--- config.mk ---
export PLATFORM = sky130hd
export DESIGN_NAME = alu_cmd_issuer
export DESIGN_NICKNAME = d
export VERILOG_FILES = /design/src/rtl/alu_cmd_issuer.sv
export SDC_FILE = /design/constraint.sdc
export NUM_CORES = 1
export LEC_CHECK = 0
export ABC_CLOCK_PERIOD_IN_PS = 1890
export CAP_MARGIN = 40
export CORE_ASPECT_RATIO = 0.8
export CORE_MARGIN = 3
export CORE_UTILIZATION = 35
export CTS_CLUSTER_DIAMETER = 60
export CTS_CLUSTER_SIZE = 16
export DETAILED_ROUTE_END_ITERATION = 7
export GPL_TIMING_DRIVEN = 0
export SLEW_MARGIN = 30
export SYNTH_ARGS = -nofsm -noshare
export SYNTH_HDL_FRONTEND = slang
export SYNTH_SLANG_ARGS = --single-unit
--- constraint.sdc ---
create_clock -name clk -period 1.89 [get_ports clk]
set_input_delay 0.2835 -clock clk [delete_from_list [all_inputs] [get_ports clk]]
set_output_delay 0.2835 -clock clk [all_outputs]
set_load 0.1 [all_outputs]
--- src/rtl/alu_cmd_issuer.sv ---
// Command-side initiator for a registered 2-bit-opcode ALU: issues accepted
// commands, captures the ALU result two cycles later and queues it in a result FIFO.
module alu_cmd_issuer #(
    parameter int unsigned DEPTH = 4,
    parameter int unsigned CNT_W = 8
) (
    input  logic             clk,
    input  logic             rst,
    input  logic             cmd_valid,
    output logic             cmd_ready,
    input  logic [1:0]       cmd_op,
    input  logic [3:0]       cmd_a,
    input  logic [3:0]       cmd_b,
    output logic [1:0]       alu_op_code,
    output logic [3:0]       alu_A,
    output logic [3:0]       alu_B,
    input  logic [5:0]       alu_C,
    output logic             res_valid,
    input  logic             res_ready,
    output logic [5:0]       res_data,
    output logic [1:0]       res_op,
    output logic [CNT_W-1:0] done_cnt,
    output logic             busy
);

    localparam int unsigned OP_W   = 2;
    localparam int unsigned OPND_W = 4;
    localparam int unsigned RES_W  = 6;
    localparam int unsigned PTR_W  = (DEPTH > 1) ? $clog2(DEPTH) : 1;
    localparam int unsigned FCNT_W = PTR_W + 1;

    typedef enum logic [1:0] {
        S_IDLE = 2'd0,
        S_WAIT = 2'd1,
        S_CAPT = 2'd2
    } state_e;

    typedef struct packed {
        logic [OP_W-1:0]  op;
        logic [RES_W-1:0] data;
    } res_entry_t;

    state_e              state_q, state_d;
    logic [OP_W-1:0]     op_q, op_d;
    logic [OPND_W-1:0]   a_q, a_d;
    logic [OPND_W-1:0]   b_q, b_d;
    logic [OP_W-1:0]     pend_op_q, pend_op_d;
    logic [PTR_W-1:0]    wr_ptr_q, wr_ptr_d;
    logic [PTR_W-1:0]    rd_ptr_q, rd_ptr_d;
    logic [FCNT_W-1:0]   fcnt_q, fcnt_d;
    logic [CNT_W-1:0]    done_q, done_d;
    logic                busy_q, busy_d;
    res_entry_t          mem_q [DEPTH];

    logic                accept;
    logic                push;
    logic                pop;

    // Accept only in IDLE with a free slot, so the later capture can never overflow.
    assign cmd_ready = (state_q == S_IDLE) && (fcnt_q < FCNT_W'(DEPTH));
    assign res_valid = (fcnt_q != '0);
    assign res_data  = mem_q[rd_ptr_q].data;
    assign res_op    = mem_q[rd_ptr_q].op;

    assign alu_op_code = op_q;
    assign alu_A       = a_q;
    assign alu_B       = b_q;
    assign done_cnt    = done_q;
    assign busy        = busy_q;

    // Next-state and datapath control.
    always_comb begin
        state_d   = state_q;
        op_d      = op_q;
        a_d       = a_q;
        b_d       = b_q;
        pend_op_d = pend_op_q;
        done_d    = done_q;
        wr_ptr_d  = wr_ptr_q;
        rd_ptr_d  = rd_ptr_q;
        fcnt_d    = fcnt_q;
        push      = 1'b0;
        accept    = cmd_valid && cmd_ready;
        pop       = res_valid && res_ready;

        case (state_q)
            S_IDLE: begin
                if (accept) begin
                    state_d   = S_WAIT;
                    op_d      = cmd_op;
                    a_d       = cmd_a;
                    b_d       = cmd_b;
                    pend_op_d = cmd_op;
                end
            end
            S_WAIT: state_d = S_CAPT;
            S_CAPT: begin
                state_d = S_IDLE;
                push    = 1'b1;
                done_d  = done_q + CNT_W'(1);
            end
            default: state_d = S_IDLE;
        endcase

        if (push) wr_ptr_d = wr_ptr_q + PTR_W'(1);
        if (pop)  rd_ptr_d = rd_ptr_q + PTR_W'(1);

        case ({push, pop})
            2'b10:   fcnt_d = fcnt_q + FCNT_W'(1);
            2'b01:   fcnt_d = fcnt_q - FCNT_W'(1);
            default: fcnt_d = fcnt_q;
        endcase

        busy_d = (state_d != S_IDLE);
    end

    always_ff @(posedge clk or negedge rst) begin
        if (!rst) begin
            state_q   <= S_IDLE;
            op_q      <= '0;
            a_q       <= '0;
            b_q       <= '0;
            pend_op_q <= '0;
            wr_ptr_q  <= '0;
            rd_ptr_q  <= '0;
            fcnt_q    <= '0;
            done_q    <= '0;
            busy_q    <= 1'b0;
            for (int i = 0; i < int'(DEPTH); i++) begin
                mem_q[i] <= '0;
            end
        end else begin
            state_q   <= state_d;
            op_q      <= op_d;
            a_q       <= a_d;
            b_q       <= b_d;
            pend_op_q <= pend_op_d;
            wr_ptr_q  <= wr_ptr_d;
            rd_ptr_q  <= rd_ptr_d;
            fcnt_q    <= fcnt_d;
            done_q    <= done_d;
            busy_q    <= busy_d;
            if (push) begin
                mem_q[wr_ptr_q] <= res_entry_t'({pend_op_q, alu_C});
            end
        end
    end

endmodule
==> results_tabular.tex <==
\begin{tabular}{lr}
\hline
Metric & Value \\
\hline
\multicolumn{2}{l}{\textbf{GRT}} \\
Met1 demand-to-capacity share in global routing & 0.1736 \\
Via count of the first global-routing pass & 1887 \\
Number of antenna violations at the first check in global routing & 0 \\
Largest net degree at the start of global routing & 47 \\
First-pass GRT wire length & 9494 microns \\
Met3 track utilization from global routing & 0.04919 \\
Gr ovfl total & 0 \\
Peak-usage layer in the global routing report & met2 \\
Overall Global Routing Usage & 0.1396 \\
GRT met2 Usage & 0.2283 \\
\multicolumn{2}{l}{\textbf{Floorplanning}} \\
Initial core utilization & 0.3760 \\
Top-level I/O count & between 40 and 50 \\
Die Wd & around 100 microns \\
Number of standard-cell rows in the floorplan & 27 \\
Standard cell core area & 0.007162 sq mm \\
Area of the die & $\sim$0.0088 sq mm \\
DIE HEIGHT & 84.45 microns \\
\multicolumn{2}{l}{\textbf{Route}} \\
Vias per inst & roughly 4.4 \\
DR pass1 iterations & 4 \\
Routed Antenna Nets & 0 \\
Vias & 1593 \\
DRT iter0 DRCs & 31 \\
Number of remaining DRC errors & 0 \\
Final Routed Wirelength & around 5400 microns \\
Wire per inst & approximately 15 microns \\
\multicolumn{2}{l}{\textbf{Place}} \\
HPWL after detailed placement & 3750 microns \\
Final estimated routing congestion in global placement & 0.7012 \\
Port bufs & 48 \\
\multicolumn{2}{l}{\textbf{Setup path}} \\
CP max-delay cell & mux4\_2 \\
Category of the critical setup timing path & flip-flop to output port \\
Kind of launch point of the worst setup path & flip-flop \\
Most Frequent Cell on Critical Path & buf\_6 \\
Worst path top cell family by delay & multiplexers \\
Kind of capture point of the worst setup path & output port \\
Worst endpoint data arrival time & $\sim$1700 ps \\
CP Max Fanout & 3 \\
Required time at the endpoint of the critical path & 1610 ps \\
Worst-path cell chain & buf\_6 > buf\_6 > mux4\_2 > buf\_12 \\
Crit-path max cell delay & roughly 540 ps \\
Number of buffers and inverters on the critical path & 3 \\
\multicolumn{2}{l}{\textbf{Run}} \\
\# Max-Cap Violations & 0 \\
\multicolumn{2}{l}{\textbf{Timing}} \\
Post-route fraction of the period consumed by the critical path & 1.035 \\
Final setup skew & 4.392 ps \\
Max frequency & 0.5114 GHz \\
PnR worst setup slack & -65.45 ps \\
Setup violations, final & 5 \\
Slew at the pin closest to its max-slew limit & 258.0 ps \\
Count of final hold-check violations & 0 \\
RSZ-0062 raised after global routing & yes \\
Slew Limit Fails & 0 \\
Worst-case headroom to the max-slew limit & 0.8274 \\
Clock period minus final worst setup slack & 1955 ps \\
Hold Worst Slack & 381.5 ps \\
\multicolumn{2}{l}{\textbf{Yosys}} \\
Flops \& latches, synth & 60 \\
Total nets after synthesis & 192 \\
Largest family of logic cells by synthesized area & multiplexers \\
Average size of a mapped cell & 16.32 sq um \\
Adder and majority cell fraction of the synthesized area & 0.03532 \\
Main synth FF type & dfrtp\_1 \\
Proportion of synthesized chip area in sequential cells & 0.5576 \\
XOR/XNOR Fraction of Synth Area & 0.04229 \\
Most area-consuming cells after synthesis & dfrtp\_1, mux2\_2, mux2\_4 \\
Library cell occupying the most area in the post-synthesis netlist & dfrtp\_1 \\
Share of Yosys cell area claimed by the top area cell type & 0.5576 \\
Post-synthesis compound-gate area fraction & 0.005112 \\
Multiplexer share of the synthesized area & 0.2742 \\
Warnings from Yosys & 0 \\
Syn Std Cell Area & roughly 0.0027 sq mm \\
Number of standard cells after synthesis & 165 \\
Share of flip-flops with an asynchronous set or reset & 1.000 \\
Count of flip-flops with a built-in enable after synthesis & 0 \\
Number of different library cells in the post-synthesis netlist & 29 \\
Basic-gate share of the synthesized area counting and, or, nand and nor cells & 0.06227 \\
\multicolumn{2}{l}{\textbf{Run status}} \\
Violations in the final reports & setup timing \\
Result of the run & finished with violations \\
\multicolumn{2}{l}{\textbf{Clock tree}} \\
TritonCTS clock tree & yes \\
Number of buffers on the longest clock path & 2 \\
Insertion delay to the later sink of the worst-skew pair & 330 ps \\
CTS H-tree depth & 3 \\
Sinks on the clock net & 60 \\
TritonCTS buffer count & 9 \\
CTS root buffer & clkbuf\_8 \\
Clk slew on worst S/H paths & 60 ps \\
\multicolumn{2}{l}{\textbf{Hold path}} \\
Class of the worst hold path & input pin to async pin \\
\multicolumn{2}{l}{\textbf{Cells and area}} \\
Layout area overhead & 49.26\% \\
Total Nets Final & 279 \\
Combined area of the multi-input logic cells & 0.001150 sq mm \\
Number of fillers in the final layout & around 600 \\
Share of layout cells above drive strength 1 & 0.4786 \\
\# diodes & 0 \\
Register area & 0.001508 sq mm \\
\hline
\end{tabular}
## sequential cells by signal, summed over array words and instances, names as in the netlist
| name | cells |
|---|---|
| done_cnt | 8 |
| mem_q | 32 |
| fcnt_q | 3 |
| rd_ptr_q | 2 |
| state_q | 2 |
| wr_ptr_q | 2 |
| alu_A | 4 |
| busy | 1 |
| alu_B | 4 |
| pend_op_q | 2 |
## area by class of cell
type                            instances  share of cell area
Tap cell                              101             0.03144
Multi-Input combinational cell         95              0.2861
Clock inverter                          1            0.007472
Inverter                                6            0.005604
Buffer                                  2            0.007783
Timing Repair Buffer                   78              0.2450
Clock buffer                           15             0.04141
Sequential cell                        60              0.3752
## cell families (layout without fill, tap and decap cells)
logic type	after synthesis	after routing
buffers and inverters	10	102
muxes	52	52
and+or+nand+nor	21	21
AOI/OAI and AO/OA	2	2
xor gates and xnor gates	13	13
adders and majority gates	7	7
DFF	60	60
## routing by layer
metal | vias up | part of all wire | wire length [microns]
met4 | 0 | 0.012 | 65
met5 | - | 0 | 0
met3 | 5 | 0.044 | 241
met2 | 33 | 0.49 | 2678
li1 | 762 | - | -
met1 | 793 | 0.45 | 2441
## repair_timing
item                                    4_1_cts  5_1_grt
pin swaps                                     0        2
resized for setup                            14        9
hold endpoints to repair                     14        0
buffers inserted                              4        6
gates cloned                                  1        0
hold buffers                                  1        0
endpoints found under the setup margin       12       11
## worst reg2reg max path, cell delays in order (launching register included)
cell	delay (ps)
dfrtp_1	380
nor2b_4	140
buf_12	150
inv_2	60
ha_4	130
inv_1	50
fa_2	330
xor2_1	150
nor2_1	120
xor2_1	150
## stage by stage
stage | std cells | TNS [ps] | util | setup slack [ps] | area (sq um)
2_1_floorplan | 165 | -1857 | - | -215.7 | 2699
3_5_place_dp | 344 | -2048 | 0.5294 | -242.3 | 3791
3_3_place_gp | 314 | -93330 | 0.4616 | -1464 | 3306
4_1_cts | 355 | -726.6 | 0.5582 | -177.7 | 3998
6_report | 358 | -204.5 | 0.5611 | -65.45 | 4019
5_1_grt | 358 | -774.4 | 0.5611 | -148.0 | 4019
## synth_stat cells (all sizes together), types with 4 or more instances
| library cell | number |
|---|---|
| mux2 | 43 |
| xnor2 | 9 |
| xor2 | 4 |
| buf | 4 |
| inv | 6 |
| ha | 6 |
| mux4 | 8 |
| dfrtp | 60 |
| nand2 | 8 |
| nand4 | 4 |
## final timing paths
| check | slack [ps] | depth (start not counted) | end | startpoint |
|---|---|---|---|---|
| setup / recovery | -70 | 4 | res_op[1] | rd_ptr_q[0]$_DFFE_PN0P_ |
| setup reg to reg | 140 | 9 | fcnt_q[2]$_DFFE_PN0P_ | state_q[1]$_DFF_PN0_ |
| max in group asynchronous | 1010 | 3 | rd_ptr_q[1]$_DFFE_PN0P_ | rst |
| hold / removal | 380 | 2 | alu_B[0]$_DFFE_PN0P_ | rst |
| min in group clk | 480 | 1 | done_cnt[7]$_DFFE_PN0P_ | done_cnt[7]$_DFFE_PN0P_ |
| hold reg to reg | 480 | 1 | done_cnt[7]$_DFFE_PN0P_ | done_cnt[7]$_DFFE_PN0P_ |
## placed cells by master (no fill, tap or decap), drive strengths merged
master         count
and2               1
and2b              1
and3               1
and4b              1
buf               42
bufinv             1
clkbuf            15
clkdlybuf4s50     37
dfrtp             60
dlygate4sd3        1
fa                 1
ha                 6
inv                6
mux2              43
mux2i              1
mux4               8
nand2              8
nand4              4
nor2               1
nor2b              1
nor3               1
o21ai              1
o31a               1
or2                1
or3                1
xnor2              9
xor2               4
Power is left out: the tool's default activity adds up to more than one toggle a clock period on the data nets, which glitch-free logic cannot reach.
